`src/rtl/timer_pkg.sv`:
```
`default_nettype none
// ============================================================================
// Module      : timer_pkg
// Description : Shared definitions for the countdown timer: state encoding,
//               the bit position of the "active" flag in the seconds output,
//               and the BCD digit limit with its clamp helper.
// Revision    : 1.0 - initial release
// ============================================================================
package timer_pkg;

  localparam logic [1:0] IDLE   = 2'd0;
  localparam logic [1:0] RUN    = 2'd1;
  localparam logic [1:0] EXPIRE = 2'd2;

  localparam int SEC_ACTIVE_BIT = 8;

  localparam logic [3:0] BCD_DIGIT_MAX = 4'd9;

  // Saturate a single BCD digit to 9 so out-of-range loads stay displayable.
  function automatic logic [3:0] bcd_clamp(input logic [3:0] d);
    return (d > BCD_DIGIT_MAX) ? BCD_DIGIT_MAX : d;
  endfunction

endpackage
`default_nettype wire

```
`src/rtl/bcd2_down.sv`:
```
`default_nettype none
// ============================================================================
// Module      : bcd2_down
// Description : Combinational two-digit BCD helper. In load mode it clamps
//               each digit to 9; otherwise it returns the input decremented
//               by one (00 stays at 00). o_zero flags an input of 00.
// Revision    : 1.0 - initial release
// ============================================================================
module bcd2_down
  import timer_pkg::*;
(
  input  logic       i_load,
  input  logic [7:0] i_bcd,
  output logic [7:0] o_bcd,
  output logic       o_zero
);

  logic [3:0] w_tens;
  logic [3:0] w_ones;

  assign w_tens = i_bcd[7:4];
  assign w_ones = i_bcd[3:0];
  assign o_zero = (i_bcd == 8'h00);

  // Clamp on load, otherwise decrement with a borrow from tens into ones.
  always_comb begin
    o_bcd = i_bcd;
    if (i_load) begin
      o_bcd = {bcd_clamp(w_tens), bcd_clamp(w_ones)};
    end else if (w_ones == 4'd0) begin
      if (w_tens != 4'd0) begin
        o_bcd = {w_tens - 4'd1, BCD_DIGIT_MAX};
      end else begin
        o_bcd = 8'h00;
      end
    end else begin
      o_bcd = {w_tens, w_ones - 4'd1};
    end
  end

endmodule
`default_nettype wire

```
`src/rtl/countdown_timer.sv`:
```
`default_nettype none
// ============================================================================
// Module      : countdown_timer
// Description : Two-digit BCD seconds countdown. start loads a value (digits
//               clamped to 9) and counts down once per TICKS_PER_SEC cycles;
//               after 00 has been shown for a full second, expired pulses for
//               one cycle. cancel aborts and wins over start.
//               Optional macro COUNTDOWN_PAUSE_EN adds a pause input that
//               freezes the prescaler and value while counting.
// Revision    : 1.0 - initial release
// ============================================================================
module countdown_timer
  import timer_pkg::*;
#(
  parameter int TICKS_PER_SEC = 100000000
) (
  input  logic       clk,
  input  logic       reset,
  input  logic       start,
  input  logic       cancel,
  input  logic [7:0] load_bcd,
`ifdef COUNTDOWN_PAUSE_EN
  input  logic       pause,
`endif
  output logic [8:0] seconds,
  output logic       expired,
  output logic       busy
);

  localparam int               PRESC_W    = $clog2(TICKS_PER_SEC);
  localparam logic [PRESC_W-1:0] PRESC_LAST = PRESC_W'(TICKS_PER_SEC - 1);

  logic [1:0]         r_state;
  logic [1:0]         w_state_nxt;
  logic [PRESC_W-1:0] r_presc;
  logic [7:0]         r_value;
  logic               r_active;
  logic               r_busy;
  logic               r_expired;

  logic               w_pause;
  logic               w_tick;
  logic [7:0]         w_bcd_in;
  logic [7:0]         w_bcd_out;
  logic               w_zero;
  logic               w_active_nxt;
  logic               w_busy_nxt;
  logic               w_expired_nxt;

`ifdef COUNTDOWN_PAUSE_EN
  assign w_pause = pause;
`else
  assign w_pause = 1'b0;
`endif

  // A paused counter never reaches its terminal count.
  assign w_tick = (r_state == RUN) && !w_pause && (r_presc == PRESC_LAST);

  // One shared BCD unit: clamps the load value on start, else decrements.
  assign w_bcd_in = start ? load_bcd : r_value;

  bcd2_down u_bcd (
    .i_load (start),
    .i_bcd  (w_bcd_in),
    .o_bcd  (w_bcd_out),
    .o_zero (w_zero)
  );

  // State register.
  always_ff @(posedge clk or posedge reset) begin
    if (reset) begin
      r_state <= IDLE;
    end else begin
      r_state <= w_state_nxt;
    end
  end

  // Next-state logic: cancel beats start, start beats the tick.
  always_comb begin
    w_state_nxt = r_state;
    if (cancel) begin
      w_state_nxt = IDLE;
    end else if (start) begin
      w_state_nxt = RUN;
    end else begin
      case (r_state)
        IDLE:    w_state_nxt = IDLE;
        RUN:     w_state_nxt = (w_tick && w_zero) ? EXPIRE : RUN;
        EXPIRE:  w_state_nxt = IDLE;
        default: w_state_nxt = IDLE;
      endcase
    end
  end

  // Output decode from the next state so the flags can be registered.
  always_comb begin
    w_active_nxt  = (w_state_nxt != IDLE);
    w_busy_nxt    = (w_state_nxt == RUN);
    w_expired_nxt = (w_state_nxt == EXPIRE);
  end

  // Prescaler, BCD value and registered output flags.
  always_ff @(posedge clk or posedge reset) begin
    if (reset) begin
      r_presc   <= '0;
      r_value   <= 8'h00;
      r_active  <= 1'b0;
      r_busy    <= 1'b0;
      r_expired <= 1'b0;
    end else begin
      r_active  <= w_active_nxt;
      r_busy    <= w_busy_nxt;
      r_expired <= w_expired_nxt;
      if (cancel) begin
        r_presc <= '0;
        r_value <= 8'h00;
      end else if (start) begin
        r_presc <= '0;
        r_value <= w_bcd_out;
      end else if ((r_state == RUN) && !w_pause) begin
        if (w_tick) begin
          r_presc <= '0;
          if (!w_zero) begin
            r_value <= w_bcd_out;
          end
        end else begin
          r_presc <= r_presc + PRESC_W'(1);
        end
      end
    end
  end

  assign seconds[SEC_ACTIVE_BIT]     = r_active;
  assign seconds[SEC_ACTIVE_BIT-1:0] = r_value;
  assign expired                     = r_expired;
  assign busy                        = r_busy;

endmodule
`default_nettype wire

```
`config.mk`:
```
export PLATFORM = sky130hd
export DESIGN_NAME = countdown_timer
export DESIGN_NICKNAME = d
export VERILOG_FILES = /design/src/rtl/timer_pkg.sv /design/src/rtl/bcd2_down.sv /design/src/rtl/countdown_timer.sv
export SDC_FILE = /design/constraint.sdc
export NUM_CORES = 1
export LEC_CHECK = 0
export BUFFER_PORTS_ARGS = -buffer_cell sky130_fd_sc_hd__buf_2
export CAP_MARGIN = 20
export CORE_ASPECT_RATIO = 1.2
export CORE_MARGIN = 2
export CORE_UTILIZATION = 45
export DETAILED_ROUTE_END_ITERATION = 8
export PLACE_DENSITY = 0.66
export SETUP_SLACK_MARGIN = 0.02
export SLEW_MARGIN = 10
export SYNTH_ARGS = -nofsm -noshare
export SYNTH_HDL_FRONTEND = slang
export SYNTH_SLANG_ARGS = --single-unit
```
`constraint.sdc`:
```
create_clock -name clk -period 2.1 [get_ports clk]
set_input_delay 0 -clock clk [delete_from_list [all_inputs] [get_ports clk]]
set_output_delay 0 -clock clk [all_outputs]
set_load 0.03 [all_outputs]
```
==> impl_metrics.yaml <==
run_status:
  outcome: "complete, no violations"
sta:
  hold_viol_final: 0
  fin_skew_ns: 0.0138
  max_freq_ghz: 0.496
  setup_viol_count_final: 0
  fin_tns_setup_ns: 0
  drv_slew: 0
  period_minus_slack_ns: 2.01
  final.period_utilization_pct: 95.9
  relSlewSlack_pct: 66.9
  worstMarginPinSlew_ns: 0.496
  rsz0062_at_grt: "true"
yosys:
  ys.flop_type: "dfrtp_1"
  syn_nets: 271
  ys_top_cells_by_count: "dfrtp_1, nor2_1, nand2_1"
  synth_cell_type_count: 57
  syn_area_mm2: 0.00241
  synthTopCellsByArea: "dfrtp_1, nor2_1, xnor2_1, xor2_1, nand2_1"
  yosysSeqAreaShare_pct: 41.5
  synth_seq_cells: 40
  synth_top_area_share_pct: 41.5
  syn_area_per_cell_um2: 9.50
  netlist_instances: 254
  yosys.area.top_type: "dfrtp_1"
  synth_edf_count: 0
  yosys_warnings: 0
  yosysMostFrequentCell: "dfrtp_1"
  ys_async_sr_fraction_pct: 100
power:
  p_comb_share_pct: 19.3
  power.density_mw_per_mm2: 540
  vdd_drop_max_mv: 0.284
  p_sw_uw: 449
  p_leak_nw: 1.30
  seqPwrFrac_pct: 50.1
  netSwitchingFraction_pct: 27.9
  total_power_mw: 1.61
  p_clk_share_pct: 30.6
  intPower_mw: 1.16
route:
  drt_wl_total_um: 5420
  ant_nets: 0
  avgRoutedWirePerCell_um: 14.7
  first_iter_violations: 92
  drc: 0
  drtPass1Iterations: 4
  routed-via-count: 2022
  viasPerCell: 5.49
placement:
  place_area_mm2: 0.00278
  dp_hpwl_um: 3880
  io_buffers: 22
  gp_congestion: 0.782
  place_inst: 353
grt:
  grt_usage_pct: 19.8
  grt_start_max_net_pins: 41
  grt_pass1_vias: 1962
  grt_pass1_wl_um: 9370
  antenna_found_initial: 0
  grt-ovfl-total: 0
finish:
  final_cells: 368
  drive_gt1_share_pct: 30.1
  final_cell_area_mm2: 0.00298
  nets: 322
  multi_input_area_mm2: 0.00141
  regArea_mm2: 0.00101
  n_antenna_cell: 0
  fin_util_pct: 57.0
  synthToLayoutAreaGrowth_pct: 23.4
  nFillCells: 484
floorplan:
  core-area_mm2: 0.00523
  dieArea_mm2: 0.00596
  fp.dieW_um: 70.8
  die_h_um: 84.2
  num_io_pins: 23
  rows: 29
  initial_core_util_pct: 46.2
clocking:
  cts_num_sinks: 40
  tritoncts: "done"
  cts_buffer_depth: 2
  numCtsBuffers: 5
  clockRootBuffer: "clkbuf_8"
  clk_pin_slew_ns: 0.08
  htree_levels: 2
  worstSkewPairLatency_ns: 0.30
setup_path:
  worst_setup_path_start_kind: "flop"
  critPathMaxFanout: 6
  worst_setup_path_end_kind: "flop"
  critPathKind: "flop to flop"
  required_ns: 2.34
  arrival_ns: 2.25
min_path:
  hold_path.class: "input pin to flop"
run:
  max_cap_viol_count: 0
[placed cells by master (no fill, tap or decap), types with 3 or more instances in the layout]
cell type and instances:
a21oi_1 12, a22o_1 4, a32o_1 4, and3_1 4, buf_2 22, buf_4 28
clkbuf_8 5, dfrtp_1 36, dfrtp_2 4, ha_1 3, inv_1 10, mux2i_1 3
nand2_1 21, nand2b_1 3, nand3_1 7, nand4_1 9, nor2_1 30, nor2b_1 3
nor3_1 7, nor4_1 3, o21ai_0 7, or2_2 3, or3_1 5, or4_1 3
xnor2_1 11, xor2_1 11
[what timing repair did]
item | 4_1_cts | 5_1_grt
hold endpoints to repair | 42 | 0
endpoints found under the setup margin | 3 | 11
setup buffers | 1 | 3
gates resized for setup | 2 | 7
hold buffers | 2 | 0
pin swaps | 1 | 8
gates cloned | 0 | 1
[area by class of cell]
class,instances,share of cell area [%]
Multi-Input combinational cell,195,47.5
Inverter,10,1.26
Clock buffer,7,2.56
Clock inverter,1,0.168
Sequential cell,40,33.8
Tap cell,62,2.61
Timing Repair Buffer,53,12.1
[metal layers]
metal | wire [um] | vias up | part of all wire, % | GRT usage [%]
li1 | - | 1021 | - | -
met4 | 66 | 0 | 1.2 | 7.55
met3 | 180 | 6 | 3.3 | 4.44
met2 | 2750 | 41 | 51 | 31.4
met1 | 2430 | 954 | 45 | 26.3
met5 | 0 | - | 0 | 0
[power groups by stage]
stage          sequential, mW  clock (mW)  combinational (mW)
6_report                0.805       0.492               0.311
5_1_grt                 0.808       0.538               0.342
4_1_cts                 0.804       0.506               0.293
3_5_place_dp            0.818           0               0.283
3_3_place_gp            0.818           0               0.279
2_1_floorplan           0.844           0               0.157
[per-stage QoR]
step                      hold WS (ns)  setup WS [ns]
after detailed placement         0.158        -0.0334
after global routing            0.0982        -0.0335
final                           0.0761         0.0851
after global placement           0.156       -0.00749
after floorplan                 0.0631         0.0296
after CTS                       0.0662         0.0229
[cells by family after synthesis]
group	count (synthesis)	share of synthesized area, %
xor+xnor	22	7.99
fa+ha+maj	5	2.59
compound gates	48	14.8
mux	6	2.49
simple gates	113	26.8
buf+inv	20	3.89
flops	40	41.5
[path summary, 6_finish.rpt]
check	from	to	slack [ns]	cells after the start
setup / recovery	r_value[0]	r_value[4]	0.09	8
hold / removal	load_bcd[0]	r_value[0]	0.08	3
setup reg to reg	r_value[0]	r_value[4]	0.09	8
hold reg to reg	r_presc[1]	r_presc[1]	0.55	2
max in group asynchronous	reset	r_value[1]	1.37	4
min in group asynchronous	reset	r_value[0]	0.37	4
[registers in the layout (all words and copies together) (netlist names)]
signal	flops
busy	1
expired	1
r_active	1
r_presc	27
r_state	2
r_value	8
[worst max-delay path, stage by stage, from the launching register on]
cell	delay, ns
dfrtp_2	0.43
mux2i_2	0.20
ha_2	0.24
nor4b_4	0.18
buf_4	0.18
nor2_4	0.06
or3_1	0.34
a32oi_1	0.18
a22o_1	0.15
Power figures use the tool's default switching activity.
